**src/rtl/ipm_sync_wormhole.sv**
```systemverilog
// Switch input port: a DEPTH-entry flit FIFO feeding a wormhole router that locks one
// output port per packet and holds it until downstream reports that the tail has left.
module ipm_sync_wormhole #(
  parameter int WIDTH    = 32,
  parameter int OUTPORTS = 4,
  parameter int DEPTH    = 4,
  parameter int DEST_LSB = 0,
  parameter int DEST_W   = 2
) (
  input  logic                      clk,
  input  logic                      reset,
  input  logic                      in_valid_i,
  input  logic [WIDTH-1:0]          in_data_i,
  output logic                      in_ready_o,
  output logic [OUTPORTS-1:0]       out_valid_o,
  output logic [OUTPORTS*WIDTH-1:0] out_data_o,
  input  logic [OUTPORTS-1:0]       out_ready_i,
  input  logic [OUTPORTS-1:0]       tailpassed_i,
  output logic [OUTPORTS-1:0]       packet_enable_o,
  output logic                      route_err_o,
  output logic [$clog2(DEPTH):0]    fifo_count_o
);

  localparam int PTR_W = $clog2(DEPTH);
  localparam int CNT_W = PTR_W + 1;
  localparam int IDX_W = $clog2(OUTPORTS);

  typedef enum logic [1:0] {
    FT_BODY   = 2'b00,
    FT_HEAD   = 2'b01,
    FT_TAIL   = 2'b10,
    FT_SINGLE = 2'b11
  } flit_type_t;

  typedef enum logic [1:0] {
    ST_IDLE,
    ST_LOCK,
    ST_WAIT_TAIL,
    ST_DROP
  } state_t;

  logic [WIDTH-1:0] mem [DEPTH];
  logic [PTR_W-1:0] wr_ptr_q, rd_ptr_q;
  logic [CNT_W-1:0] count_q, count_next;
  logic             in_ready_q;

  state_t           state_q;
  logic [IDX_W-1:0] dest_q;
  logic             first_q;
  logic             route_err_q;

  logic [WIDTH-1:0]    head;
  flit_type_t          head_type;
  logic [DEST_W-1:0]   dest_raw;
  logic                dest_ok, is_head, empty;
  logic                push, pop, lock_pop, idle_drop, drop_pop, ends_packet;
  logic [OUTPORTS-1:0] dest_onehot;

  assign empty     = (count_q == '0);
  assign head      = mem[rd_ptr_q];
  assign head_type = flit_type_t'(head[WIDTH-1 -: 2]);
  assign dest_raw  = head[DEST_LSB +: DEST_W];
  assign dest_ok   = (int'(dest_raw) < OUTPORTS);
  assign is_head   = (head_type == FT_HEAD) || (head_type == FT_SINGLE);

  // A SINGLE only closes the packet when it is the flit that opened it; later ones ride as BODY.
  assign ends_packet = (head_type == FT_TAIL) || ((head_type == FT_SINGLE) && first_q);

  assign push      = in_valid_i && in_ready_q;
  assign lock_pop  = (state_q == ST_LOCK) && !empty && out_ready_i[dest_q];
  assign idle_drop = (state_q == ST_IDLE) && !empty && !(is_head && dest_ok);
  assign drop_pop  = (state_q == ST_DROP) && !empty;
  assign pop       = lock_pop || idle_drop || drop_pop;

  assign count_next = count_q + CNT_W'(push) - CNT_W'(pop);

  // NOTE: flit storage carries no reset; the count alone decides which entries are live.
  always_ff @(posedge clk) begin
    if (push) mem[wr_ptr_q] <= in_data_i;
  end

  // in_ready is registered from the next count so it reads 0 while reset is held.
  always_ff @(posedge clk or negedge reset) begin
    if (!reset) begin
      wr_ptr_q   <= '0;
      rd_ptr_q   <= '0;
      count_q    <= '0;
      in_ready_q <= 1'b0;
    end else begin
      if (push) wr_ptr_q <= wr_ptr_q + 1'b1;
      if (pop)  rd_ptr_q <= rd_ptr_q + 1'b1;
      count_q    <= count_next;
      in_ready_q <= (count_next != CNT_W'(DEPTH));
    end
  end

  always_ff @(posedge clk or negedge reset) begin
    if (!reset) begin
      state_q     <= ST_IDLE;
      dest_q      <= '0;
      first_q     <= 1'b0;
      route_err_q <= 1'b0;
    end else begin
      route_err_q <= 1'b0;
      unique case (state_q)
        ST_IDLE: begin
          if (!empty) begin
            if (is_head && dest_ok) begin
              dest_q  <= IDX_W'(dest_raw);
              first_q <= 1'b1;
              state_q <= ST_LOCK;
            end else begin
              route_err_q <= 1'b1;
              if (head_type == FT_HEAD) state_q <= ST_DROP;
            end
          end
        end
        ST_LOCK: begin
          if (lock_pop) begin
            first_q <= 1'b0;
            if (ends_packet) state_q <= tailpassed_i[dest_q] ? ST_IDLE : ST_WAIT_TAIL;
          end
        end
        ST_WAIT_TAIL: begin
          if (tailpassed_i[dest_q]) state_q <= ST_IDLE;
        end
        ST_DROP: begin
          if (drop_pop && (head_type == FT_TAIL)) state_q <= ST_IDLE;
        end
        default: state_q <= ST_IDLE;
      endcase
    end
  end

  assign dest_onehot     = OUTPORTS'(1) << dest_q;
  assign packet_enable_o = ((state_q == ST_LOCK) || (state_q == ST_WAIT_TAIL)) ? dest_onehot : '0;
  assign out_valid_o     = ((state_q == ST_LOCK) && !empty) ? dest_onehot : '0;
  assign out_data_o      = {OUTPORTS{head}};
  assign in_ready_o      = in_ready_q;
  assign route_err_o     = route_err_q;
  assign fifo_count_o    = count_q;

endmodule

```
**config.mk**
```make
export PLATFORM = sky130hd
export DESIGN_NAME = ipm_sync_wormhole
export DESIGN_NICKNAME = d
export VERILOG_FILES = /design/src/rtl/ipm_sync_wormhole.sv
export SDC_FILE = /design/constraint.sdc
export NUM_CORES = 1
export LEC_CHECK = 0
export ABC_AREA = 1
export CAP_MARGIN = 20
export CORE_MARGIN = 3
export CORE_UTILIZATION = 45
export CTS_BUF_LIST = sky130_fd_sc_hd__clkbuf_8 sky130_fd_sc_hd__clkbuf_16
export CTS_CLUSTER_DIAMETER = 100
export DETAILED_ROUTE_END_ITERATION = 10
export PLACE_DENSITY = 0.76
export SLEW_MARGIN = 0
export SYNTH_ARGS = -nofsm -noshare
export SYNTH_HDL_FRONTEND = slang
export SYNTH_SLANG_ARGS = --single-unit
```
**constraint.sdc**
```tcl
create_clock -name clk -period 4.5 [get_ports clk]
set_input_delay 0.9 -clock clk [delete_from_list [all_inputs] [get_ports clk]]
set_output_delay 0.9 -clock clk [all_outputs]
set_load 0.03 [all_outputs]
```
Word level (Yosys, flattened, before mapping)
Memories as Yosys holds them, arrays and structs flattened.
Index checks and enable logic that the tools add are counted.
{ "word_totals": {"reg_bits": 14, "mem_bits_rw": 128, "input_bits": 43, "output_inout_bits": 141, "wordCells": 75, "mem_count": 1} }
{ "classes": {"addsub": 4, "n_lt_le_gt_ge": 1, "eq_ne": 14, "shift": 1, "muxes": 24, "bitwise": 1, "n_reduce_logical": 21} }
{ "memory_table": {"columns": ["name", "words", "width", "rd", "rd_clocked_by_memory_dff", "write_ports", "line", "text"], "rows": [
  ["mem", 4, 32, 1, 0, 1, "42", "logic [WIDTH-1:0] mem [DEPTH];"]
]} }
{ "ops": {"columns": ["cell", "n"], "rows": [
  ["$mux W2", 8],
  ["$mux W1", 10],
  ["$ne A2 B2 Y1 const B", 5],
  ["$eq A2 B2 Y1 const B", 4],
  ["$logic_and A1 B1 Y1", 8],
  ["$mux W4", 2],
  ["$pmux W2 S4", 1],
  ["$ne A3 B3 Y1 const B", 2],
  ["$reduce_and A6 Y1", 1],
  ["$logic_or A1 B1 Y1", 5],
  ["$add A2 B1 Y2 const B", 2],
  ["$bmux W1 S2", 2],
  ["$eq A2 B1 Y1 const B", 2],
  ["$reduce_and A4 Y1", 1],
  ["$shl A1 B2 Y4 const A", 1],
  ["$add A3 B1 Y3", 1],
  ["$logic_not A3 Y1", 1],
  ["$lt A2 B3 Y1 const B", 1],
  ["$reduce_and A3 Y1", 1],
  ["$sub A3 B1 Y3", 1],
  ["$logic_not A1 Y1", 2],
  ["$logic_not A2 Y1", 1],
  ["$ne A2 B1 Y1 const B", 1],
  ["$pmux W1 S2", 1],
  ["2 further kinds", 2]
]} }

Logic depth before layout (Yosys ltp)
Gate-level depths: netlist (run 1).
An unclocked memory read counts as a cell.
{ "depth": {"ltp_word": 9, "ltp_mapped": 13, "mapped_depth_nobuf": 13} }

Worst setup path after synthesis (run 1)
Ideal clock, no wire load.
{ "synth_path": {"path_kind": "input to register", "from": "input port in_valid_i", "to": "memory mem[0][0], enable pin", "setup_time_ps": 421, "arrival_ps": 2446, "t_required_ps": 4079, "setup_slack_ps": 1633, "stages": 2, "n_path_buf": 0, "path_cell_list": "nand2_1 nor2_1"} }
{ "synth_between": {"elab_chain_len": 3} }
{ "synth_rtl": {"columns": ["item", "line", "text"], "rows": [
  ["start, declared", "12", "input logic in_valid_i,"],
  ["$logic_and A1 B1 Y1", "69", "assign push = in_valid_i && in_ready_q;"],
  ["$mux W1", "79", "if (push) mem[wr_ptr_q] <= in_data_i;"],
  ["$mux W1 (not written as such)", "79", null],
  ["end, declared", "42", null]
]} }
No other way between the ends.

Final worst setup path (run 1)
{ "layout_path": {"from": "register rd_ptr_q[0]", "to": "output port out_data_o[4]"} }
{ "layout_between": {"elab_chain_len": 1} }
{ "layout_rtl": {"columns": ["item", "line", "text"], "rows": [
  ["start, declared", "43", "logic [PTR_W-1:0] wr_ptr_q, rd_ptr_q;"],
  ["start signal, assigned", "91", "if (pop) rd_ptr_q <= rd_ptr_q + 1'b1;"],
  ["$mem_v2 Z4 W32", null, null],
  ["end, declared", "16", "output logic [OUTPORTS*WIDTH-1:0] out_data_o,"]
]} }
No other way between the ends.

==> results of run 1 <==
## area by class of cell
type	instances	area share
inverter	26	0.0117
multi-input combinational	260	0.165
timing repair buffer	190	0.233
sequential	142	0.501
tap	180	0.0269
clock inverter	15	0.0123
clock buffer	17	0.0508
## registers in the layout, indices dropped and copies added (netlist names)
signal / flops
rd_ptr_q: 2
dest_q: 2
wr_ptr_q: 2
mem: 128
in_ready_o: 1
state_q: 2
fifo_count_o: 3
first_q: 1
route_err_o: 1
## per-layer routing
layer | track usage | up-vias | share of wire
met2 | 0.289 | 197 | 0.51
met4 | 0.0580 | 0 | 0.0095
met1 | 0.215 | 1990 | 0.41
met3 | 0.0373 | 12 | 0.073
met5 | 0 | - | 0
li1 | - | 1978 | -
## critical path, stage by stage, from the launching register on
cell,delay (ps)
dfrtp_2,410
inv_2,530
buf_4,340
o21ai_0,120
o22ai_1,320
clkdlybuf4s50_1,750
## how the worst max path moves through the flow
stage | start | end | slack, ps | depth (start not counted)
6_report | rd_ptr_q[0]$_DFFE_PN0P_ | out_data_o[4] | 700 | 5
3_5_place_dp | rd_ptr_q[0]$_DFFE_PN0P_ | out_data_o[4] | 1090 | 5
5_1_grt | rd_ptr_q[0]$_DFFE_PN0P_ | out_data_o[67] | 410 | 5
3_3_place_gp | rd_ptr_q[0]$_DFFE_PN0P_ | out_data_o[1] | 1160 | 5
2_1_floorplan | in_valid_i | mem[0][0]$_DFFE_PP_ | 1630 | 2
4_1_cts | rd_ptr_q[0]$_DFFE_PN0P_ | out_data_o[4] | 640 | 5
## kinds of logic (layout without fill, tap and decap cells)
family                     Yosys count  in the layout
DFF                                142            142
buffers and inverters              141            248
adders and majority gates           12             12
AOI/OAI and AO/OA                   96             96
xor gates and xnor gates             4              4
and+or+nand+nor                    148            148
## metrics by stage
| stage | cell area (sq um) | hold slack [ps] | setup slack (ps) |
|---|---|---|---|
| final | 8370 | 526 | 703 |
| after global routing | 8370 | 542 | 409 |
| after CTS | 8280 | 502 | 640 |
| after detailed placement | 7750 | 488 | 1090 |
| after global placement | 7750 | 492 | 1160 |
| after floorplan | 6450 | 464 | 1630 |
## cells in the mapped netlist (all sizes together)
| master | number |
|---|---|
| fa | 1 |
| xor2 | 3 |
| nor2 | 80 |
| nand3 | 11 |
| clkbuf | 11 |
| ha | 11 |
| nand2 | 53 |
| nand4 | 2 |
| nand3b | 1 |
| o21ai | 63 |
| o22ai | 30 |
| inv | 26 |
| xnor2 | 1 |
| edfxtp | 128 |
| buf | 104 |
| o22a | 1 |
| a21oi | 2 |
| nor3 | 1 |
| dfrtp | 14 |
==> summary.txt, run 1 <==
Outcome
  – Status: completed

CTS
  – Insertion delay to the later sink of the worst-skew pair: 410 ps
  – CTS buffer count: 17
  – CTS root buf: clkbuf_16
  – TritonCTS clock tree: built
  – Hold-fix buffer count after cts: 0
  – Clk sinks: between 100 and 150
  – Htree depth: 4
  – Reg clk slew, reported paths: about 60 ps
  – Clk buf depth: 2
  – CTS resizes: 0
  – Post-CTS setup buffers: 0

Yosys
  – Adder-cell share of the synthesized area: 0.0245
  – Yosys top cell area share: 0.596
  – Syn_nets: ~600
  – Mean post-synth cell area: about 12 sq um
  – Multiplexer area fraction after synthesis: 0
  – Largest family of logic cells by synthesized area: buffers and inverters
  – Largest cells by area after synthesis: edfxtp_1 60%, buf_4 11%, dfrtp_1 5.4%
  – Sequential cell area fraction in the yosys report: 0.650
  – FF+latch count, synth: around 140
  – Post-synthesis compound-gate area fraction: 0.0815
  – Dominant cell type by area after synthesis: edfxtp_1
  – Synth warn: 0
  – Mapped cell area: between 6000 and 7000 sq um
  – Yosys cell types: 30
  – Simple logic cell fraction of the synthesized area: 0.0976
  – Post-Synth XOR/XNOR Area: 0.00543
  – Cells after synthesis: roughly 540

Cells and area
  – Fraction of layout cells with a size suffix above 1: 0.0892
  – Commonest non-fill, non-tap cells in the layout: 183 x clkdlybuf4s50_1, 128 x edfxtp_1, 74 x nor2_1
  – Total Nets Final: roughly 690
  – Diode count: 0
  – Commonest non-fill, non-tap cell in the layout: clkdlybuf4s50_1
  – Synthesis-to-layout area growth: 29.9%
  – Register Area: ~4200 sq um
  – Non-filler instance count after layout: 830
  – Area of the multi-input gates: 1380 sq um
  – # fillers: about 1100
  – Layout Utilization: 0.601

Worst setup path
  – CP arrival: roughly 2900 ps
  – Crit Path Class: reg2out
  – R2R depth: 13
  – CP endpoint kind: primary output
  – Worst Path Required: around 3600 ps
  – Reg2Reg Launch Point: rd_ptr_q[0]$_DFFE_PN0P_
  – Reg2reg end: in_ready_o$_DFF_PN0_
  – Max FO, Critical Path: 47
  – Critical Path Source Type: flip-flop
  – R2r setup slk: approximately 1500 ps

Global route
  – Largest net degree at the start of global routing: between 60 and 70
  – Global-route wire length before repair: between 20 and 25 mm
  – Overflow after GRT: 0
  – All-Layer GR Usage: 0.169
  – Initial antenna violation count: 0
  – Vias in the first global route: between 4000 and 5000

Floorplanning
  – Rows: between 40 and 50
  – # IOs: 184
  – CORE AREA: 13900 sq um
  – Die footprint: 15800 sq um
  – Initial core utilization: 0.463
  – Die height: around 130 microns
  – Die W: ~130 microns

Timing
  – Setup_tns: 0 ps
  – Clock skew: between 10 and 15 ps
  – Slew Limit Fails: 0
  – Tcrit/Tclk final: 0.844
  – Final setup viols: 0
  – Fin crit period: ~3800 ps
  – Fmax: about 260 MHz
  – Slew HR: 0.517
  – RSZ-0062 raised after global routing: no
  – Worst Tran Pin Value: around 720 ps
  – Final Hold Viols: 0

Drt
  – Vias after detailed routing: approximately 4200
  – Drt initial violations: 298
  – # DRC: 0
  – Post-DRT Antenna Nets: 0
  – DR pass1 iterations: 5
  – Final wirelength: roughly 14 mm
  – DR WL/cell: 16.3 microns
  – Vias per Instance: about 5.0

Place
  – Detailed placement HPWL: 8.36 mm
  – Gpl congestion: approximately 0.85
  – Port bufs: roughly 180
  – Placed Instances: between 700 and 800

Hold path
  – Worst Hold Depth: 1
  – Hold Path Class: reg2reg
  – Hold Path End: first_q$_DFFE_PN0P_
  – Hold Startpoint: first_q$_DFFE_PN0P_

Job
  – Number of max-cap violations: 0
Power of run 1 is left out: the tool's default activity adds up to more than one toggle a clock period on the data nets, which glitch-free logic cannot reach.
==> run 2, diff against run 1 <==
==> constraint.sdc (replaced) <==
create_clock -name clk -period 3.87 [get_ports clk]
set_input_delay 0.774 -clock clk [delete_from_list [all_inputs] [get_ports clk]]
set_output_delay 0.774 -clock clk [all_outputs]
set_load 0.03 [all_outputs]
==> run 2 against run 1 <==
- sequential share of layout area decreased by 0.28 points
- cell area rose by 0.57%
- largest cell class unchanged
- flip-flop and latch count unchanged
- hold slack got worse by 3.1 ps
- global-route usage is 0.80 points higher
- cell count unchanged
- register-to-register slack lost 380 ps
- wire length grew 4.2%
- clock skew down 7.2 ps
==> summary.txt, run 2 (synthesis gave the netlist of run 1 again) <==
Drt
  – DR WL met3: 946 microns (-4.0%)
  – M1 WL: 5.78 mm (+5.0%)
  – Vias per Instance: 5.12 (+1.7%)
  – Met2 routed WL: 7.18 mm (+4.1%)
  – Final wirelength: 14.1 mm (+4.2%)
  – Post-DRT Antenna Nets: 0 (unchanged)
  – Top sig layer: met4
  – Drt initial violations: 277 (-7.0%)
  – # DRC: 0 (unchanged)
  – DR WL/cell: 17.0 microns (+4.2%)
  – Vias after detailed routing: 4249 (+1.7%)
  – DR pass1 iterations: 5 (unchanged)

Worst setup path
  – Slowest CP cell: clkdlybuf4s50_1
  – CP Depth: 4 (-1)
  – Reg2reg end: in_ready_o$_DFF_PN0_
  – Max FO, Critical Path: 67 (+43%)
  – Buf/Inv on CP: 2 (-1)
  – Reg2Reg Launch Point: rd_ptr_q[0]$_DFFE_PN0P_
  – R2R depth: 13 (unchanged)
  – Critical Path Max Stage Delay: 760 ps (about the same)
  – Crit Path Class: reg2out
  – Worst Path Required: 3100 ps (-500 ps)
  – Worst path top cell family by delay: buffers and inverters
  – Cell Chain, Critical Path: buf_4, o21ai_0, o22ai_1, clkdlybuf4s50_1
  – CP arrival: 2750 ps (-150 ps)
  – Critical Path Source Type: flip-flop
  – CP endpoint kind: primary output
  – R2r setup slk: 1080 ps (-380 ps)

Timing
  – Tcrit/Tclk final: 0.910
  – Clock skew: 4.73 ps (-7.23 ps)
  – Slew Limit Fails: 0 (unchanged)
  – Hold slack: 523 ps (-3.06 ps)
  – Final Hold Viols: 0 (unchanged)
  – Final setup viols: 0 (unchanged)
  – RSZ-0062 raised after global routing: no
  – Setup_tns: 0 ps (unchanged)
  – Fmax: 284 MHz
  – Fin crit period: 3520 ps
  – Worst Tran Pin Value: 706 ps (-18.1 ps)
  – Slew HR: 0.528 (+0.0113)

Cells and area
  – Commonest non-fill, non-tap cells in the layout: 183 x clkdlybuf4s50_1, 128 x edfxtp_1, 74 x nor2_1
  – Commonest non-fill, non-tap cell in the layout: clkdlybuf4s50_1
  – Largest register FFs: 128 (unchanged)
  – Synthesis-to-layout area growth: 30.6%
  – Fraction of layout cells with a size suffix above 1: 0.0846 (-0.00462)
  – Diode count: 0 (unchanged)
  – Area of the multi-input gates: 1380 sq um (unchanged)
  – Register Area: 4200 sq um (unchanged)
  – Total Nets Final: 692 (unchanged)
  – # fillers: 1035 (-2.0%)
  – Biggest register: mem
  – Non-filler instance count after layout: 830 (unchanged)

CTS
  – TritonCTS clock tree: built
  – CTS root buf: clkbuf_16
  – Clk sinks: 142 (unchanged)
  – Reg clk slew, reported paths: 60 ps (about the same)
  – Htree depth: 4 (unchanged)
  – Clk buf depth: 2 (unchanged)
  – CTS resizes: 0 (unchanged)
  – Post-CTS setup buffers: 0 (unchanged)
  – CTS buffer count: 17 (unchanged)
  – Insertion delay to the later sink of the worst-skew pair: 410 ps (about the same)
  – Hold-fix buffer count after cts: 0 (unchanged)

Floorplanning
  – Die footprint: 15800 sq um (unchanged)
  – Die W: 126 microns (unchanged)
  – Initial core utilization: 0.463 (unchanged)
  – # IOs: 184 (unchanged)
  – CORE AREA: 13900 sq um (unchanged)
  – Die height: 126 microns (unchanged)
  – Rows: 43 (unchanged)

Global route
  – Vias in the first global route: 4372 (+3.9%)
  – Overflow after GRT: 0 (unchanged)
  – Global-route wire length before repair: 22.0 mm (+3.7%)
  – Initial antenna violation count: 0 (unchanged)
  – All-Layer GR Usage: 0.177 (+0.00799)
  – Largest net degree at the start of global routing: 68 (unchanged)

Hold path
  – Hold Startpoint: first_q$_DFFE_PN0P_
  – Hold Path Class: reg2reg
  – Hold Path End: first_q$_DFFE_PN0P_
  – Worst Hold Depth: 1 (unchanged)

Job
  – Number of max-cap violations: 0 (unchanged)

Place
  – Port bufs: 183 (unchanged)
  – Placed Instances: 798 (+0.50%)
  – Detailed placement HPWL: 8.85 mm (+5.8%)
  – Gpl congestion: 0.857 (+0.88%)

Outcome
  – Status: completed
-- run 2: cell types whose count changed in the layout (fill, tap and decap cells not counted) --
cell	before	now
bufinv_16	0	5
clkinvlp_4	6	2
buf_4	3	6
clkinv_1	0	3
buf_16	2	0
clkinv_4	3	1
buf_12	2	1
clkinv_2	3	2
inv_6	1	0
-- run 2: layout make-up --
cell class | instances | area share
sequential | 142 | 0.498
timing repair buffer | 190 | 0.225
multi-input combinational | 260 | 0.164
clock buffer | 17 | 0.0505
tap | 180 | 0.0267
clock inverter | 15 | 0.0241
inverter | 26 | 0.0116
-- run 2: how the worst max path moves through the flow --
stage / end / slack [ps] / startpoint
detailed placement: out_data_o[71] / 840 / rd_ptr_q[0]$_DFFE_PN0P_
CTS: out_data_o[46] / 350 / rd_ptr_q[0]$_DFFE_PN0P_
floorplan: mem[0][0]$_DFFE_PP_ / 1130 / in_valid_i
finish: out_data_o[82] / 350 / rd_ptr_q[0]$_DFFE_PN0P_
global placement: out_data_o[46] / 910 / rd_ptr_q[0]$_DFFE_PN0P_
global route: out_data_o[25] / 180 / rd_ptr_q[0]$_DFFE_PN0P_
-- run 2: through the flow --
stage                     setup slack (ps)  area, sq um  utilization
after global routing                   176         8420        0.604
after detailed placement               841         7790        0.559
after floorplan                       1130         6450            -
after CTS                              350         8420        0.604
final                                  347         8420        0.604
after global placement                 908         7790        0.559
-- run 2: layer usage --
layer  track usage  up-vias
li1              -     1973
met1         0.212     2077
met2         0.306      178
met3        0.0513       21
met4        0.0651        0
met5             0        -
Power of run 2 is left out for the same reason.
